### config.mk
export PLATFORM = sky130hd
export DESIGN_NAME = instruction_decode_stage
export DESIGN_NICKNAME = d
export VERILOG_FILES = /design/src/rtl/instruction_decode_stage.sv
export SDC_FILE = /design/constraint.sdc
export NUM_CORES = 1
export LEC_CHECK = 0
export CORE_UTILIZATION = 43
export DETAILED_ROUTE_END_ITERATION = 7
export GPL_TIMING_DRIVEN = 0
export PLACE_DENSITY = 0.82
export SKIP_LAST_GASP = 1
export SYNTH_ARGS = -nofsm -noshare
export SYNTH_HDL_FRONTEND = slang
export SYNTH_SLANG_ARGS = --single-unit
### constraint.sdc
create_clock -name CLK -period 4.35 [get_ports CLK]
set_input_delay 1.305 -clock CLK [delete_from_list [all_inputs] [get_ports CLK]]
set_output_delay 1.305 -clock CLK [all_outputs]
set_load 0.03 [all_outputs]
### src/rtl/instruction_decode_stage.sv
// Purpose : registered decode stage; splits an instruction word into opcode,
//           register addresses, immediate and sign-extended offset.
// Latency : 1 cycle from input transfer to OUT_VALID; 1 instruction/cycle.
// Backpres: two-entry (main + skid) buffer; IN_READY = !skid_valid (flop).
//
// Ports:
//   CLK, RESET (async, active-high), FLUSH (sync, drops everything held/incoming)
//   IN_VALID/IN_READY/IN_INSTR/IN_PC       : fetch-side handshake
//   OUT_VALID/OUT_READY                    : execute-side handshake
//   OPCODE, WRITEREG, READREG1, READREG2,
//   IMMEDIATE, OFFSET, OUT_PC              : decoded fields, straight from flops
// REG_ADDR_W must not exceed BYTE_W; OFFSET_W must be at least BYTE_W.
module instruction_decode_stage #(
  parameter int BYTE_W     = 8,
  parameter int REG_ADDR_W = 3,
  parameter int PC_W       = 32,
  parameter int OFFSET_W   = 32
) (
  input  logic                  CLK,
  input  logic                  RESET,
  input  logic                  FLUSH,
  input  logic                  IN_VALID,
  output logic                  IN_READY,
  input  logic [4*BYTE_W-1:0]   IN_INSTR,
  input  logic [PC_W-1:0]       IN_PC,
  output logic                  OUT_VALID,
  input  logic                  OUT_READY,
  output logic [BYTE_W-1:0]     OPCODE,
  output logic [REG_ADDR_W-1:0] WRITEREG,
  output logic [REG_ADDR_W-1:0] READREG1,
  output logic [REG_ADDR_W-1:0] READREG2,
  output logic [BYTE_W-1:0]     IMMEDIATE,
  output logic [OFFSET_W-1:0]   OFFSET,
  output logic [PC_W-1:0]       OUT_PC
);

  localparam int INSTR_W = 4 * BYTE_W;

  typedef struct packed {
    logic [BYTE_W-1:0]     opcode;
    logic [REG_ADDR_W-1:0] writereg;
    logic [REG_ADDR_W-1:0] readreg1;
    logic [REG_ADDR_W-1:0] readreg2;
    logic [BYTE_W-1:0]     immediate;
    logic [OFFSET_W-1:0]   offset;
    logic [PC_W-1:0]       pc;
  } dec_t;

  // Field split. The offset byte doubles as the write-register byte; the
  // signed size cast performs the sign extension up to OFFSET_W.
  function automatic dec_t decode(input logic [INSTR_W-1:0] instr,
                                  input logic [PC_W-1:0]    pc);
    dec_t d;
    d.opcode    = instr[4*BYTE_W-1:3*BYTE_W];
    d.writereg  = instr[2*BYTE_W +: REG_ADDR_W];
    d.readreg1  = instr[BYTE_W   +: REG_ADDR_W];
    d.readreg2  = instr[0        +: REG_ADDR_W];
    d.immediate = instr[BYTE_W-1:0];
    d.offset    = OFFSET_W'($signed(instr[3*BYTE_W-1:2*BYTE_W]));
    d.pc        = pc;
    return d;
  endfunction

  dec_t in_dat;
  dec_t main_dat;
  dec_t skid_dat;
  logic main_vld;
  logic skid_vld;
  logic in_xfer;
  logic out_xfer;

  // Upper bits of the read-register-1 byte never reach an output.
  logic unused_rr1_bits;
  assign unused_rr1_bits = ^IN_INSTR[2*BYTE_W-1:BYTE_W];

  assign in_dat   = decode(IN_INSTR, IN_PC);
  assign IN_READY = ~skid_vld;
  assign in_xfer  = IN_VALID & ~skid_vld;
  assign out_xfer = main_vld & OUT_READY;

  always_ff @(posedge CLK or posedge RESET) begin
    if (RESET) begin
      main_vld <= 1'b0;
      skid_vld <= 1'b0;
      main_dat <= '0;
      skid_dat <= '0;
    end else if (FLUSH) begin
      // A consumed instruction still counts as delivered; everything else,
      // including this cycle's input, is dropped.
      main_vld <= 1'b0;
      skid_vld <= 1'b0;
    end else if (!main_vld || out_xfer) begin
      if (skid_vld) begin
        // Skid is older than any input; IN_READY is low so nothing arrives.
        main_dat <= skid_dat;
        main_vld <= 1'b1;
        skid_vld <= 1'b0;
      end else begin
        // Only load on a real transfer so stale fields stay put.
        if (in_xfer) begin
          main_dat <= in_dat;
        end
        main_vld <= in_xfer;
        skid_vld <= 1'b0;
      end
    end else if (in_xfer) begin
      // Main is stalled; park the new instruction in skid.
      skid_dat <= in_dat;
      skid_vld <= 1'b1;
    end
  end

  assign OUT_VALID = main_vld;
  assign OPCODE    = main_dat.opcode;
  assign WRITEREG  = main_dat.writereg;
  assign READREG1  = main_dat.readreg1;
  assign READREG2  = main_dat.readreg2;
  assign IMMEDIATE = main_dat.immediate;
  assign OFFSET    = main_dat.offset;
  assign OUT_PC    = main_dat.pc;

endmodule
Yosys cells after proc, flatten, opt, wreduce, memory -nomap -nowiden

Index checks and enable logic that the tools add are counted.
Widths: inputs -> output; s select.

Multiplexer cells: 8
Bitwise operators: 5
Reductions and logical operators: 7

Operators with widths:

| cell              | count |
|---|---|
| $mux 89           | 2 |
| $mux 1            | 6 |
| $reduce_and 3->1  | 2 |
| $reduce_bool 2->1 | 2 |
| $not 1->1         | 3 |
| $reduce_bool 3->1 | 1 |
| $and 1x1->1       | 2 |
| $logic_not 1->1   | 1 |
| $logic_or 1x1->1  | 1 |

Flip-flop bits (word level): 156
Input bits: 69
Output and inout port bits: 91
Logic and storage cells: 36

Longest topological paths before layout

Gate-level depths: netlist of the first run.

Word-level depth: 5
Depth in mapped cells: 6
Mapped depth without buffers: 3

Worst setup path after synthesis of the first run

OpenSTA, ideal clock, no wires.

Kind: register -> output
Start point: reg, netlist name OFFSET[30]
End point: out OFFSET[10]
Arrival: 1,125 ps
Required time: 3,045 ps
Path slack: 1,920 ps
Stages on the path, launching flop included: 2
Path buffers: 1
Cells stage by stage: dfrtp_1 buf_4

RTL lines:

| element          | RTL line | RTL |
|---|---|---|
| end: declaration | 33       | `output logic [OFFSET_W-1:0] OFFSET,` |

==> metrics, run 1 <==
status finished, final reports clean; final slew viol count 0; routed wire length 11,910 um; Hold Vio Cnt, Final 0; DR WL/cell 16.72 um; ANT nets after route 0; setup bufs post-CTS 0; Worst-path clk slew 50 ps; CP peak stage delay 780 ps; Post-Syn Area per Cell 15.32 um^2; area delta synth->final 44.06%; Clock Tree Buf Depth 2; Skew-Pair Late Insertion Delay 410 ps; Final TNS setup 0 ps; CTS sink count 120; area leader, netlist dfrtp_1; H-tree depth 4; crit path kind register to primary output; Die Y 114.6 um; core area 12,210 um^2; share of layout cells above drive strength 1 46.69%; Design Power 4076 uW; GRT Util Overall 19.43%; Worst setup startpoint OFFSET[30]$_DFFE_PP0P_; largest net degree at the start of global routing 43; Initial Utilization 44.67%; Vias 3,407; I/O Buffers 154; worst-path cell chain buf_4 > clkdlybuf4s50_1; distinct cell type count after synthesis 16; Seq/Total Area, Yosys 55.05%; crit path max-delay cell type dfrtp_1; endpoints failing setup 0; Final period util 77.54%; DRC viols 0; clock skew 10.57 ps; vias in the first global route 3,816; Hold Buf Count CTS 0; drt pass-1 iters 4; R2R cell count 4; Critical Path End Type primary output; total CTS buffers 17; Antenna Cells 0; Slew headroom 36.94%; Die W 114.6 um; HPWL after DPL 8472 um; DRT iter0 DRCs 146; HP Class register to register; FP Rows 40; yosys warns 0; Die ar. 13,140 um^2; Fmax 296.5 MHz; GPL Wtd Cong 0.6998; number of synthesized register bits 120; Arr. time, crit path 2070 ps; Req. time, crit path 3040 ps; Hold Crit Depth 1; Peak VDD IR 0.0003935 V; number of instances resized during post-cts repair 0; Leak 0.003385 uW; max-cap viol count 0; CP Launch Type register; R2R Setup Slk 2640 ps; most frequent cells in the layout mux2_2, clkdlybuf4s50_1, dfrtp_1; share of the synthesized area in the top cell type 55.05%; Pwr Density 518.6 nW/um^2; vias per std cell 4.785; Nets 600; post-layout minimum cycle time 3373 ps; main area contributors after synthesis dfrtp_1, mux2_2, buf_4; reg2reg end OFFSET[2]$_DFFE_PP0P_; first-pass GRT wire length 19,280 um; initial antenna violation count 0; worst hold path startpoint READREG1[1]$_DFFE_PP0P_; I/O pins 160; Synth Instances 356; reg2reg start OUT_VALID$_DFFE_PP0P_; GRT overflow 0; CTS tree built; commonest non-fill, non-tap cell in the layout mux2_2; Slew @ Worst Pin 943.9 ps; Post-Synthesis Net Count 425; Cell Area, Synth 5455 um^2; Clock Tree Root clkbuf_16; maximum fanout along the worst path 26; RSZ-0062 raised after global routing no; Worst Hold End READREG1[1]$_DFFE_PP0P_
==> cell families after synthesis <==
group / after synthesis / share of synthesized area, %
muxes: 177 / 37.22
AOI/OAI and AO/OA: 1 / 0.09166
and+or+nand+nor: 7 / 1.170
buffers and inverters: 51 / 6.468
DFF: 120 / 55.05
==> worst max-delay path by stage <==
stage                                          end
after detailed placement    OUT_PC[24]$_DFFE_PP0P_
after CTS                               OFFSET[23]
after global routing                    OFFSET[12]
final                                   OFFSET[23]
after floorplan           IMMEDIATE[2]$_DFFE_PP0P_
after global placement    IMMEDIATE[6]$_DFFE_PP0P_
==> metal layers <==
layer	up-vias	routed length, um	part of all wire, %	track usage, %
li1	1581	-	-	-
met1	1710	4852	41	21.67
met2	106	6202	52	35.39
met3	10	736	6.2	6.247
met4	0	116	0.97	5.455
met5	-	0	0	0
==> synthesized netlist by cell type <==
| cell type | number |
|---|---|
| dfrtp_1 | 120 |
| nand2b_1 | 1 |
| nor3_4 | 1 |
| nor3_1 | 1 |
| a21oi_1 | 1 |
| nand3_2 | 1 |
| nor2b_2 | 1 |
| mux2_2 | 157 |
| buf_6 | 4 |
| mux2_1 | 10 |
| inv_1 | 2 |
| buf_2 | 15 |
| mux2_4 | 10 |
| buf_4 | 30 |
| nor2_4 | 1 |
| nor2_2 | 1 |
==> area by class of cell <==
cell class,count,area (um^2)
fill,938,4353
timing repair buffer,156,1582
sequential,120,3003
multi-input combinational,185,2100
inverter,2,11.26
buffer,49,345.3
clock inverter,9,120.1
tap,168,210.2
clock buffer,23,488.0
==> registers in the layout (all words and copies together) (netlist names) <==
signal and count:
skid_dat 59, OPCODE 8, OFFSET 6, skid_vld 1, OUT_PC 32, WRITEREG 2
OUT_VALID 1, READREG2 2, READREG1 3, IMMEDIATE 6
==> stage by stage <==
stage	utilization (%)	cells	setup slack, ps	instance area (um^2)	hold slack (ps)
after floorplan	-	356	1576	5459	473.6
after global placement	59.05	678	524.2	7211	472.3
after detailed placement	59.38	680	1259	7251	480.7
after CTS	64.35	712	922.7	7859	492.8
after global routing	64.35	712	823.7	7859	501.2
final	64.35	712	977.1	7859	490.3
==> worst max-delay path: cells and delay by family, from the launching register on <==
kind | cells | cell delay, ps
flops | 1 | 780
buf+inv | 2 | 890
==> power breakdown <==
group | switching (uW) | internal (uW)
Clock | 465 | 955
Combinational | 540 | 610
Sequential | 142 | 1360
Total | 1150 | 2930
Note: power is estimated with default switching activity, not from simulation.
==> inputs of run 2 (changes only) <==
==> constraint.sdc (replaced) <==
create_clock -name CLK -period 3.1 [get_ports CLK]
set_input_delay 0.93 -clock CLK [delete_from_list [all_inputs] [get_ports CLK]]
set_output_delay 0.93 -clock CLK [all_outputs]
set_load 0.03 [all_outputs]
==> metrics, run 2 (synthesis results as in run 1) <==
Arr. time, crit path 1930 ps; status finished, final reports clean; Slew @ Worst Pin 943.9 ps; Most flops, register skid_dat; I/O pins 160; Nets 600; Finished Cell Area 7860 um^2; core area 12,210 um^2; CTS tree built; GRT overflow 0; Initial Utilization 44.67%; first-pass GRT wire length 19,280 um; WHS 490.3 ps; max-cap viol count 0; largest net degree at the start of global routing 43; clock skew 10.57 ps; initial antenna violation count 0; Skew-Pair Late Insertion Delay 410 ps; Largest register FFs 59; endpoints failing setup 0; final setup slack of the worst path 239.3 ps; Die Y 114.6 um; maximum fanout along the worst path 10; GRT Util Overall 19.43%; Req. time, crit path 2170 ps; HPWL after DPL 8472 um; met2 WL 6202 um; FP Rows 40; I/O Buffers 154; Clock Tree Buf Depth 2; CTS sink count 120; H-tree depth 4; Detail Route met3 WL 736 um; Leak 0.003384 uW; Antenna Cells 0; Clock Tree Root clkbuf_16; HP Class register to register; commonest non-fill, non-tap cell in the layout mux2_2; Pwr Density 727.5 nW/um^2; Hold Vio Cnt, Final 0; RSZ-0062 raised after global routing no; post-layout minimum cycle time 2861 ps; Critical Path End Type primary output; # fillers 937; DRC viols 0; area post-placement 7251 um^2; DR WL/cell 16.72 um; area delta synth->final 44.08%; Die W 114.6 um; Slew headroom 36.94%; Vias 3,407; vias in the first global route 3,816; setup bufs post-CTS 0; drt pass-1 iters 4; highest metal used met4; M1 WL 4852 um; routed wire length 11,910 um; area of the multi-input gates 2100 um^2; most frequent cells in the layout mux2_2, clkdlybuf4s50_1, dfrtp_1; crit path kind register to primary output; dpl ws 383.9 ps; GPL Wtd Cong 0.6998; Die ar. 13,140 um^2; Worst-path clk slew 50 ps; share of layout cells above drive strength 1 46.88%; register area 3004 um^2; CP Launch Type register; Final period util 92.28%; Peak VDD IR 0.0005521 V; total CTS buffers 17; Design Power 5718 uW; vias per std cell 4.785; Fmax 349.6 MHz; ANT nets after route 0; DRT iter0 DRCs 146; Final TNS setup 0 ps; final slew viol count 0
[run 2: final cells by class]
type	count	share of cell area, %
flip-flops and latches	120	38.22
multi-input cells	185	26.71
repair buffers	156	20.12
clock buffers	23	6.208
plain buffers	49	4.394
well taps	168	2.674
clock inverters	9	1.528
inverters	2	0.1433
[run 2: what timing repair did]
item / in CTS / in global routing
endpoints found under the setup margin: 0 / 24
resized for setup: 0 / 1
hold buffers: 0 / 0
[run 2: report_power, final]
part | internal (uW) | switching [uW]
logic | 854 | 758
registers | 1910 | 199
clock network | 1340 | 653
total | 4110 | 1610
[run 2: worst paths after layout]
| kind | start | end | slack (ps) | cells after the start |
|---|---|---|---|---|
| min in group asynchronous | RESET | skid_dat[24]$_DFFE_PP0P_ | 1080 | 2 |
| min reg2reg | READREG1[1]$_DFFE_PP0P_ | READREG1[1]$_DFFE_PP0P_ | 490 | 1 |
| max in group asynchronous | RESET | OFFSET[30]$_DFFE_PP0P_ | 1300 | 3 |
| min | READREG1[1]$_DFFE_PP0P_ | READREG1[1]$_DFFE_PP0P_ | 490 | 1 |
| max | skid_vld$_DFFE_PP0P_ | IN_READY | 240 | 4 |
| max reg2reg | OUT_VALID$_DFFE_PP0P_ | OFFSET[2]$_DFFE_PP0P_ | 1390 | 4 |
[run 2: per-layer routing]
layer	up-vias	track usage, %
li1	1581	-
met1	1710	21.67
met2	106	35.39
met3	10	6.247
met4	0	5.455
met5	-	0
[run 2: stage by stage]
step,utilization [%],std cells
final,64.36,712
after CTS,64.35,712
after floorplan,-,356
after detailed placement,59.38,680
after global routing,64.36,712
after global placement,59.05,678
[run 2: critical path, stage by stage, from the launching register on]
cell	delay (ps)
dfrtp_1	350
buf_2	190
buf_2	230
inv_1	90
clkdlybuf4s50_1	680
==> RTL change 1: new RTL, settings of run 2 <==
Set the parameter `PC_W` to 64 (it was 32).
--- a/src/rtl/instruction_decode_stage.sv
+++ b/src/rtl/instruction_decode_stage.sv
@@ -14,5 +14,5 @@
   parameter int BYTE_W     = 8,
   parameter int REG_ADDR_W = 3,
-  parameter int PC_W       = 32,
+  parameter int PC_W       = 64,
   parameter int OFFSET_W   = 32
 ) (
Interface: changed (resized IN_PC and OUT_PC); port bits go from 160 to 224. No check against the original RTL was run, so the function may have changed too.
==> RTL change 1 against run 2 <==
  * Area after synthesis increased by 65%
  * Critical path depth unchanged
  * Critical path type unchanged
  * Non-clock buffer count up 78
  * Final area grew 56%
  * Routed wire length up 52%
  * Worst hold slack worse by 0.0048 ns
  * Core utilization shrank 4.1 points
  * Largest power group unchanged
  * Power up 40%
  * Setup slack worse by 0.0022 ns
  * Clock power grew 17%
  * Sequential cell count rose by 64
  * Count of clock-buffer cells in the layout fell by 4
==> RTL change 1: results (changes against run 2) <==
* Status: finished clean (unchanged)
* Largest net degree at the start of global routing at 42 (was 43)
* Top post-synthesis cells by area: dfrtp_1, mux2_4, mux2_2 (was dfrtp_1, mux2_2, buf_4)
* Initial antenna violation count at 1 (was 0)
* Area post-placement at 11600 um^2 (was 7250 um^2)
* Biggest register: skid_dat (unchanged)
* Register area share after synthesis at 0.511 (was 0.550)
* Routed wire length at 18100 um (was 11900 um)
* FF-to-FF path depth at 5 (was 4)
* Synth cell types at 17 (was 16)
* Met1 Routed Length at 7790 um (was 4850 um)
* R2r endpoint: OUT_PC[18] (was OFFSET[2])
* Port buffer count at 218 (was 154)
* Max-cap violations at 0 (unchanged)
* Post-synth ARST share at 1.00 (unchanged)
* Met3 wire len at 1090 um (was 736 um)
* Hold path depth at 1 (unchanged)
* Nets at 870 (was 600)
* Post-DP HPWL at 12800 um (was 8470 um)
* Peak VDD IR at 0.380 mV (was 0.552 mV)
* # Post-CTS Setup Buffers at 0 (unchanged)
* Crit path arrival time at 1.93 ns (about the same)
* Clk Latency, worst-skew pair at 0.42 ns
* Worst hold path type: reg2reg (unchanged)
* DRT Pass-1 Iters at 4 (unchanged)
* GR Util met3 at 0.0578 (was 0.0625)
* FILL cells at 1571 (was 937)
* Final hold slack at 0.485 ns (was 0.490 ns)
* Slew margin rel. at 0.724 (was 0.369)
* Vias in the first global route at 5426 (was 3816)
* Register Area at 4610 um^2 (was 3000 um^2)
* Total track usage at 0.176 (was 0.194)
* Longest Clk Path Bufs at 2 (unchanged)
* 1st-iter DRT viols at 74 (was 146)
* GRT met1 Usage at 0.221 (was 0.217)
* Met2 Use GR at 0.295 (was 0.354)
* GPL Wtd Cong at 0.699 (was 0.700)
* Critical R2R Launch: OUT_VALID (unchanged)
* Total CTS buffers at 17 (unchanged)
* Syn_nets at 628 (was 425)
* Max reg flops at 91 (was 59)
* Top Layer Used: met4 (unchanged)
* Commonest cells in the netlist: dfrtp_1, mux2_4, mux2_2 (was mux2_2, dfrtp_1, buf_4)
* Reg2reg setup slack at 1.48 ns (was 1.39 ns)
* First-pass GRT wire length at 29300 um (was 19300 um)
* Final setup skew at 0.00757 ns (was 0.0106 ns)
* Layout cells sized above 1 at 0.439 (was 0.469)
* Worst Hold Launch: skid_dat[101] (was READREG1[1])
* Clk slew on worst S/H paths at 0.07 ns (was 0.05 ns)
* Number of vias per cell at 4.73 (was 4.79)
* Leak Pwr at 0.00546 uW (was 0.00338 uW)
* Met2 routed WL at 9060 um (was 6200 um)
* CP max FO at 10 (unchanged)
* # resized after CTS at 1 (was 0)
* Min-Delay Endpoint: skid_dat[101] (was READREG1[1])
* Top FF cell, synth: dfrtp_1 (unchanged)
* H-Tree Depth at 4 (unchanged)
* Synth warn at 0 (unchanged)
==> RTL change 1: through the flow <==
stage / cells / TNS (ns) / setup slack, ns / power [uW]
6_report: 1053 / 0 / 0.237 / 8000
2_1_floorplan: 527 / -35.79 / -0.195 / 4780
5_1_grt: 1052 / 0 / 0.126 / 8370
3_5_place_dp: 1020 / 0 / 0.459 / 5740
3_3_place_gp: 1015 / -326.88 / -1.79 / 5650
4_1_cts: 1052 / 0 / 0.195 / 8100
==> RTL change 1: final cells by class <==
type                            instances  area share
Timing Repair Buffer                  223       0.186
Buffer                                 60      0.0515
Clock inverter                         13      0.0154
Tap cell                              270      0.0275
Multi-Input combinational cell        281       0.307
Clock buffer                           19      0.0361
Antenna cell                            1    0.000204
Inverter                                2    0.000918
Sequential cell                       184       0.375
==> RTL change 1: kinds of logic (layout without fill, tap and decap cells) <==
family                 after synthesis  after routing  share of synthesized area
multiplexers                       273            273                      0.412
AO/OA/AOI/OAI                        1              1                   0.000555
other                                0              1                          0
flip-flops                         184            184                      0.511
AND/OR/NAND/NOR                      7              7                    0.00556
buffers and inverters               62            317                     0.0710
==> RTL change 1: worst max-delay path by stage <==
stage | end | cells after the start | startpoint
3_5_place_dp | OFFSET[22] | 2 | OFFSET[30]
6_report | IN_READY | 4 | skid_vld
3_3_place_gp | IMMEDIATE[4] | 2 | RESET
2_1_floorplan | IMMEDIATE[2] | 1 | RESET
4_1_cts | IN_READY | 4 | skid_vld
5_1_grt | IN_READY | 4 | skid_vld
==> RTL change 1: worst max-delay path, stage by stage, from the launching register on <==
cell,delay (ns)
dfrtp_1,0.42
buf_6,0.18
buf_6,0.17
inv_1,0.06
clkdlybuf4s50_1,0.67
==> RTL change 1: power by group <==
part	switching [uW]	internal, uW
clock network	1000	1320
registers	308	2930
logic	1070	1360
==> RTL change 2: new RTL, settings of run 2 <==
Without the edit above. Make the reset (`RESET`) synchronous in one clocked block. Comments in the files are not updated.
--- a/src/rtl/instruction_decode_stage.sv
+++ b/src/rtl/instruction_decode_stage.sv
@@ -79,5 +79,5 @@
   assign out_xfer = main_vld & OUT_READY;
 
-  always_ff @(posedge CLK or posedge RESET) begin
+  always_ff @(posedge CLK) begin
     if (RESET) begin
       main_vld <= 1'b0;
Function: differs if RESET is asserted again (counterexample within 4 cycles, from zero or initial values and one cycle with RESET high); with RESET held inactive, the same outputs for 4 cycles.
==> RTL change 2 against run 2 <==
  * Final area up 1.9%
  * Synthesized cell count up 59%
  * Highest routed layer unchanged
  * Setup slack better by 0.081 ns
  * Area after synthesis up 3.8%
  * Die area up 3.7%
  * Register-to-register slack worse by 0.14 ns
  * Routed wire length up 30%
  * Sequential cell count unchanged
Power is not compared: it rests on default switching activity, and its combinational part moved more than twofold at a synthesized area within 25%.
==> RTL change 2: results (changes against run 2) <==
* Status: finished clean (unchanged)
* Final hold slack at 0.476 ns (was 0.490 ns)
* Initial antenna violation count at 0 (unchanged)
* Tmin final at 2.78 ns (was 2.86 ns)
* Multi-In Gates at 361 (was 185)
* Crit path capture: OFFSET[18] (was IN_READY)
* Number of vias per cell at 5.12 (was 4.79)
* Crit path arrival time at 1.85 ns (was 1.93 ns)
* Longest Clk Path Bufs at 2 (unchanged)
* 1st-iter DRT viols at 174 (was 146)
* Synth warn at 0 (unchanged)
* Peak VDD IR at 0.285 mV
* Largest net degree at the start of global routing at 27 (was 43)
* Synth cell types at 16 (unchanged)
* Routed wire length at 15400 um (was 11900 um)
* Worst Hold Launch: skid_dat[81] (was READREG1[1])
* H-Tree Depth at 4 (unchanged)
* Critical R2R Launch: skid_vld (was OUT_VALID)
* Total track usage at 0.232 (was 0.194)
* Dpl cells at 892 (was 680)
* Pre-CTS WS at 0.292 ns (was 0.384 ns)
* Worst Setup SP: OFFSET[30] (was skid_vld)
* Layout cells sized above 1 at 0.121 (was 0.469)
* Commonest cells in the netlist: dfxtp_1, nand2b_1, mux2i_1 (was mux2_2, dfrtp_1, buf_4)
* Hold path depth at 2 (was 1)
* FF-to-FF path depth at 8 (was 4)
* Top post-synthesis cells by area: dfxtp_1, mux2i_1, nand2b_1 (was dfrtp_1, mux2_2, buf_4)
* Clk slew on worst S/H paths at 0.05 ns (about the same)
* GPL Wtd Cong at 0.784 (was 0.700)
* FILL cells at 1087 (was 937)
* Min-Delay Endpoint: skid_dat[81] (was READREG1[1])
* Post-synth ARST share at 0 (was 1.00)
* Final setup skew at 0.00883 ns (was 0.0106 ns)
* Plain + repair buffers at 237 (was 205)
* DRT Pass-1 Iters at 4 (unchanged)
* Slew margin rel. at 0.432 (was 0.369)
* Syn Inst Count at 567 (was 356)
* Seq/total area at 0.300 (was 0.382)
* Post-DP HPWL at 11100 um (was 8470 um)
* Final Instance Area at 8010 um^2 (was 7860 um^2)
* Total CTS buffers at 17 (unchanged)
* Clock buf count at 24 (was 23)
* Finished Layout Cells at 922 (was 712)
* R2r endpoint: OUT_PC[25] (was OFFSET[2])
* Register area share after synthesis at 0.424 (was 0.550)
* First-pass GRT wire length at 24100 um (was 19300 um)
* Port buffer count at 153 (was 154)
* NonClk Buf Share at 0.253 (was 0.245)
* Fraction of area in multi-input gates at 0.344 (was 0.267)
* Inverters at 1 (was 2)
* Syn_nets at 636 (was 425)
* Vias in the first global route at 4902 (was 3816)
* Area post-placement at 7410 um^2 (was 7250 um^2)
* Power, Total at 4340 uW
* Reg2reg setup slack at 1.25 ns (was 1.39 ns)
* ClkCell Share at 0.0751 (was 0.0774)
* CP max FO at 26 (was 10)
* Nets at 807 (was 600)
[RTL change 2: cell types whose count changed after synthesis, sizes merged, moves of 2 or more]
cell / before / now
clkbuf: 0 / 35
dfrtp: 120 / 0
a211oi: 0 / 60
mux2: 177 / 0
a21oi: 1 / 59
nor3: 2 / 0
nand2b: 1 / 119
mux2i: 0 / 118
dfxtp: 0 / 120
[RTL change 2: worst max-delay path: stages (launching register included)]
cell	delay [ns]
dfxtp_2	0.59
buf_4	0.18
clkdlybuf4s50_1	0.67
[RTL change 2: kinds of logic after synthesis]
kind of cell / synth area share
and+or+nand+nor: 0.136
AOI/OAI and AO/OA: 0.142
DFF: 0.424
muxes: 0.209
buffers and inverters: 0.0890
[RTL change 2: what timing repair did]
action                                  in CTS  in global routing
setup buffers                                0                  0
resized for setup                            0                  1
endpoints found under the setup margin       0                 25
hold endpoints to repair                     0                  0
[RTL change 2: layer usage]
layer	GRT usage	wire (um)
met1	0.275	6620
met3	0.0472	702
met5	0	0
met4	0.0776	221
met2	0.417	7900
